==> config.mk <==
export PLATFORM = sky130hd
export DESIGN_NAME = input_router_ctrl
export DESIGN_NICKNAME = d
export VERILOG_FILES = /design/src/rtl/input_router_ctrl.sv
export SDC_FILE = /design/constraint.sdc
export NUM_CORES = 1
export LEC_CHECK = 0
export CORE_MARGIN = 3
export CORE_UTILIZATION = 47
export CTS_BUF_LIST = sky130_fd_sc_hd__clkbuf_4 sky130_fd_sc_hd__clkbuf_8
export CTS_CLUSTER_SIZE = 14
export DETAILED_ROUTE_END_ITERATION = 10
export PLACE_DENSITY_LB_ADDON = 0.08
export SLEW_MARGIN = 40
export SYNTH_ARGS = -nofsm -noshare
export SYNTH_HDL_FRONTEND = slang
export SYNTH_SLANG_ARGS = --single-unit
==> constraint.sdc <==
create_clock -name i_clk -period 2.8 [get_ports i_clk]
set_input_delay 0.84 -clock i_clk [delete_from_list [all_inputs] [get_ports i_clk]]
set_output_delay 0.84 -clock i_clk [all_outputs]
set_load 0.1 [all_outputs]
==> src/rtl/input_router_ctrl.sv <==
// Sequencer for the row routers: clears them, sweeps the scratchpad while any
// MPP FIFO wants data, then drains the MISO FIFOs in lockstep column pops.
module input_router_ctrl #(
    parameter int ROWS       = 4,
    parameter int ADDR_WIDTH = 8
) (
    input  logic                  i_clk,
    input  logic                  i_nrst,
    input  logic                  i_start,
    input  logic [ADDR_WIDTH-1:0] i_spad_max_addr,
    input  logic                  i_ag_valid,
    input  logic                  i_ag_done,
    input  logic [ROWS-1:0]       i_mpp_empty,
    input  logic [ROWS-1:0]       i_miso_empty,
    input  logic                  i_pe_ready,
    output logic                  o_reg_clear,
    output logic                  o_mpp_write_en,
    output logic                  o_spad_rd_en,
    output logic [ADDR_WIDTH-1:0] o_spad_rd_addr,
    output logic                  o_data_valid,
    output logic                  o_ac_en,
    output logic                  o_miso_pop_en,
    output logic                  o_busy,
    output logic                  o_done
);

    localparam logic [2:0] IDLE  = 3'd0;
    localparam logic [2:0] CLEAR = 3'd1;
    localparam logic [2:0] RUN   = 3'd2;
    localparam logic [2:0] DRAIN = 3'd3;
    localparam logic [2:0] DONE  = 3'd4;

    logic [2:0]            state;
    logic [2:0]            state_next;
    logic [ADDR_WIDTH-1:0] rd_addr;
    logic                  rd_valid;

    logic any_mpp_pending;
    logic all_mpp_empty;
    logic all_miso_ready;
    logic all_miso_empty;
    logic in_run;
    logic in_flow;

    assign any_mpp_pending = ~(&i_mpp_empty);
    assign all_mpp_empty   = &i_mpp_empty;
    assign all_miso_ready  = ~(|i_miso_empty);
    assign all_miso_empty  = &i_miso_empty;
    assign in_run          = (state == RUN);
    assign in_flow         = (state == RUN) || (state == DRAIN);

    always_comb begin
        state_next = state;
        case (state)
            IDLE:    if (i_start) state_next = CLEAR;
            CLEAR:   state_next = RUN;
            // Leave RUN only once the last scratchpad read has been delivered.
            RUN:     if (i_ag_done && all_mpp_empty && !rd_valid) state_next = DRAIN;
            DRAIN:   if (all_miso_empty) state_next = DONE;
            DONE:    state_next = IDLE;
            default: state_next = IDLE;
        endcase
    end

    always_ff @(posedge i_clk or negedge i_nrst) begin
        if (!i_nrst) begin
            state <= IDLE;
        end else begin
            state <= state_next;
        end
    end

    // Wrap also guards against a counter left above a newly lowered max.
    always_ff @(posedge i_clk or negedge i_nrst) begin
        if (!i_nrst) begin
            rd_addr <= '0;
        end else if (state == CLEAR) begin
            rd_addr <= '0;
        end else if (o_spad_rd_en) begin
            if (rd_addr >= i_spad_max_addr) begin
                rd_addr <= '0;
            end else begin
                rd_addr <= rd_addr + ADDR_WIDTH'(1);
            end
        end
    end

    always_ff @(posedge i_clk or negedge i_nrst) begin
        if (!i_nrst) begin
            rd_valid <= 1'b0;
        end else begin
            rd_valid <= o_spad_rd_en;
        end
    end

    assign o_reg_clear    = (state == CLEAR);
    assign o_mpp_write_en = in_run && i_ag_valid && !i_ag_done;
    assign o_spad_rd_en   = in_run && any_mpp_pending;
    assign o_spad_rd_addr = rd_addr;
    assign o_data_valid   = rd_valid;
    assign o_ac_en        = rd_valid;
    assign o_miso_pop_en  = in_flow && i_pe_ready && all_miso_ready;
    assign o_busy         = (state != IDLE);
    assign o_done         = (state == DONE);

endmodule

After elaboration in Yosys (flattened, before gate mapping)
Cells that the tools add are included.
Widths: inputs -> output; s select.
Word-level totals
  input bits: 22
  register bits after elaboration: 12
  word-level logic and storage cells: 38
  output and inout port bits: 16
Cells by class
  eq/ne operators: 7
  bitwise operators: 2
  muxes and demuxes: 7
  reduce and logical (&&, ||, !) cells: 17
  add/subtract/negate cells: 1
  $lt $le $gt $ge: 1
Operators by type and width (count)
  $mux 8: 3
  $pmux 3 s4: 1
  $mux 3: 3
  $add 8x1->8 const B: 1
  $ge 8x8->1: 1
  $reduce_and 4->1: 2
  $logic_and 1x1->1: 7
  $eq 3x2->1 const B: 2
  $ne 2x2->1 const B: 2
  $reduce_or 4->1: 1
  $eq 3x1->1 const B: 1
  $eq 3x3->1 const B: 1
  $logic_not 3->1: 1
  $reduce_and 3->1: 1
  $reduce_bool 3->1: 1
  $logic_not 1->1: 2
  $ne 2x1->1 const B: 1
  $not 1->1: 2
  $reduce_bool 2->1: 1
  $logic_or 1x1->1: 1

Longest topological paths before layout
  depth after elaboration: 5
  gate-level depth with buffers: 7
  mapped depth without buffers: 7

Worst setup path before layout
OpenSTA, ideal clock, no wires.
  path kind: input -> output
  start: in i_ag_done
  end: out o_mpp_write_en
  slack: -2.031 ns
  data required time: 1.960 ns
  data arrival time: 3.991 ns
  cell stages on the path: 1
  path through: nor4b_1
On the way
  longest elaborated chain between the ends: 2
RTL lines
  from (decl): RTL line 12  | input logic i_ag_done,
  $logic_not 1->1: RTL line 97  | assign o_mpp_write_en = in_run && i_ag_valid && !i_ag_done;
  $logic_and 1x1->1: RTL line 97
  to (decl): RTL line 17  | output logic o_mpp_write_en,
No other way between the ends.

Worst setup path after layout
  start: in i_miso_empty[1]
  end: out o_miso_pop_en
On the way
  longest elaborated chain between the ends: 3
RTL lines
  from (decl): RTL line 14  | input logic [ROWS-1:0] i_miso_empty,
  $reduce_or 4->1: RTL line 47  | assign all_miso_ready = ~(|i_miso_empty);
  $not 1->1: RTL line 47
  $logic_and 1x1->1: RTL line 102  | assign o_miso_pop_en = in_flow && i_pe_ready && all_miso_ready;
  to (decl): RTL line 22  | output logic o_miso_pop_en,
No other way between the ends.

==> metrics.txt <==
sequential share of power 0.234; Multi-input gate area between 500 and 600 sq um; CTS Buffer Depth 2; largest net degree at the start of global routing 13; share of cells above drive strength 1 0.246; main combinational cell family by area after synthesis simple AND/OR/NAND/NOR gates; Fin. Hold Viols 0; Max-Cap Viols 0; final setup fails 0; initial core utilization 0.504; register-to-register setup slack roughly 0.80 ns; Post-CTS Setup Inserts 0; Buf/Inv on CP 2; CTS Root Buffer Type clkbuf_4; LEAKAGE about 0.62 nW; routability cong. about 0.75; io pins 38; TritonCTS clock tree yes; ANT nets after route 0; Worst Skew 0.00504 ns; hpwl dp 1720 um; Cell Area, Synth around 900 sq um; CP Launch Type primary input; Fmax around 370 MHz; P_int around 0.00057 W; Adder-Cell Fraction of Synth Area 0.127; dominant cell type by area after synthesis dfrtp_1; post-synth net total 123; number of global-route vias before repair 840; most common cell after layout, fill and taps aside clkdlybuf4s50_1; count of cell types in the netlist 39; reg2reg path depth 6; post-synthesis sequential area ratio 0.338; Post-CTS Hold Buffers 0; critical path fanouts, max 2; met3 global-route usage 0.0483; CTS Buf Count 3; met1 GRT Util 0.235; status finished clean; period utilization 0.977; drt first pass iters 4; Layout fillers 145; Worst-Margin Slew about 0.50 ns; worst setup path category in2out; Via Count around 830; drt first-iter violations 10; critical path's top delay family buffers and inverters; worst IR drop on VDD between 0.0008 and 0.0009 V; Post-Synth Simple-Gate Area 0.259; Slew Limit Fails 0; synthesized flop and latch total 12; compound-gate portion of the synthesized area 0.175; Die W roughly 49 um; worst-skew pair later-pin latency about 0.27 ns; syn_area_per_cell 9.66 sq um; DR DRC count 0; area post-placement around 1300 sq um; clk slew on worst S/H paths ~0.07 ns; Worst setup EP type primary output; Worst EP arrival 1.90 ns; cts repair resizes 0; setup_tns 0 ns; Clk pwr share 0.073; die height 49.5 um; area share of the largest cell type after synthesis 0.338; GRT overflow 0; GRT Total Usage 0.186; worst path required time a little under 2 ns; Avg WL per Cell ~13 um; Die ar. around 2400 sq um; Net Sw Frac 0.583; reg-to-reg startpoint o_spad_rd_addr[2]$_DFFE_PN0P_; relative slew slack 0.666; M2 GR Usage 0.313; antenna violations before repair 0; fin util 0.761; Tmin final 2.74 ns; Post-Synthesis Cells between 90 and 100; Register Area between 300 and 400 sq um; critical path's slowest cell clkdlybuf4s50_1; max incr delay on CP around 0.43 ns; first-pass GRT wire length ~3600 um; Rows 15; Pwr per Cell Area 1030 nW/um^2; post-route cell area ~1300 sq um; combinational power share 0.693; Ys Warns 0; CP cell instances clkdlybuf4s50_1, nor2_1, nand2_1, nor4_4, buf_12; RSZ-0062 raised after global routing no; Worst Hold Depth 1; # clock sinks 12; core footprint roughly 1800 sq um; Syn-to-layout area delta 51.1%; main area contributors after synthesis dfrtp_1 (34%), ha_1 (13%), a22o_1 (5.9%); Via density between 5 and 6; nets 163; hold_sp state[2]$_DFFE_PN0P_; reg2reg end o_spad_rd_addr[3]$_DFFE_PN0P_; Place WS -0.0300 ns; diodes inserted 0; H-Tree Depth 1; hold crit path type reg2reg; port bufs 37; Hold Path End state[0]$_DFFE_PN0P_; grt peak-use layer met2; most frequent cells in the layout clkdlybuf4s50_1 (21), buf_4 (13), dfrtp_1 (12), inv_1 (9), ha_1 (9); mux cell area share after synthesis 0.0169; Psw 0.000805 W; DRT Wirelength a little over 2000 um; Final WS setup about 0.064 ns; XOR/XNOR Fraction of Synth Area 0.0197
==> through the flow <==
stage | power [W] | cells | hold slack, ns
global route | 0.00146 | 155 | 0.582
finish | 0.00138 | 155 | 0.563
CTS | 0.00139 | 155 | 0.558
detailed placement | 0.00128 | 152 | 0.546
floorplan | 0.00104 | 92 | 0.509
global placement | 0.00126 | 152 | 0.553
==> worst reg2reg max path: cells and delay by family, from the launching register on <==
family	cells	cell delay, ns
flip-flops	1	0.45
AND/OR/NAND/NOR	1	0.25
AO/OA/AOI/OAI	4	0.91
adder cells (fa/ha/maj)	1	0.32
==> Yosys cell counts <==
library cell and instances:
nor4b_1 1, o21ai_0 4, nor3_1 3, or2_2 1, nor3b_1 1, or3_1 1
mux2_4 1, nand2_1 4, o2111ai_2 1, a211o_1 1, a21o_1 1, buf_2 1
xnor2_1 2, nor2_2 1, nand3_1 4, and4_1 1, a31oi_1 1, nand2b_4 1
nor2b_1 3, or2b_1 1, and3_1 3, inv_2 1, nand4_1 1, ha_1 9
nor4bb_1 1, nor3_2 1, o32ai_1 1, a221o_1 1, o211ai_1 1, o221ai_1 1
a21oi_1 2, inv_1 9, a22o_1 6, dfrtp_1 12, nor3b_4 1, nor2_1 4
nor4_1 1, nor2_4 1, buf_4 2
==> kinds of logic after synthesis <==
family	after synthesis
AND/OR/NAND/NOR	35
buffers and inverters	13
multiplexers	1
flip-flops	12
adder cells (fa/ha/maj)	9
XOR/XNOR	2
AO/OA/AOI/OAI	20
==> layer usage <==
metal | share of wire | vias up
met1 | 0.41 | 395
met3 | 0.052 | 0
li1 | - | 415
met4 | 0 | 0
met2 | 0.53 | 22
met5 | 0 | -
==> sequential cells by signal (all words and copies together) (netlist names) <==
signal and flops:
o_spad_rd_addr 8, state 3, o_ac_en 1
==> power groups by stage <==
stage	clock network, W	registers (W)	logic (W)
2_1_floorplan	0	0.000621	0.000422
6_report	0.000101	0.000323	0.000956
5_1_grt	0.000113	0.000336	0.00101
3_3_place_gp	0	0.000322	0.000939
3_5_place_dp	0	0.000324	0.000958
4_1_cts	0.000105	0.000322	0.000961
==> area by class of cell <==
class | instances | share of cell area
sequential | 12 | 0.224
tap | 25 | 0.0233
clock buffer | 3 | 0.0168
timing repair buffer | 38 | 0.289
multi-input combinational | 67 | 0.419
inverter | 10 | 0.0280
==> worst max path at each step <==
stage / start / depth (start not counted) / slack, ns / to
after detailed placement: i_spad_max_addr[2] / 8 / -0.03 / o_spad_rd_addr[3]$_DFFE_PN0P_
final: i_miso_empty[1] / 5 / 0.06 / o_miso_pop_en
after CTS: i_miso_empty[1] / 5 / 0.04 / o_miso_pop_en
after floorplan: i_ag_done / 1 / -0.56 / o_mpp_write_en
after global placement: i_spad_max_addr[2] / 8 / 0.03 / o_spad_rd_addr[0]$_DFFE_PN0P_
after global routing: i_miso_empty[0] / 5 / 0.02 / o_miso_pop_en
Note: power is estimated with default switching activity, not from simulation.
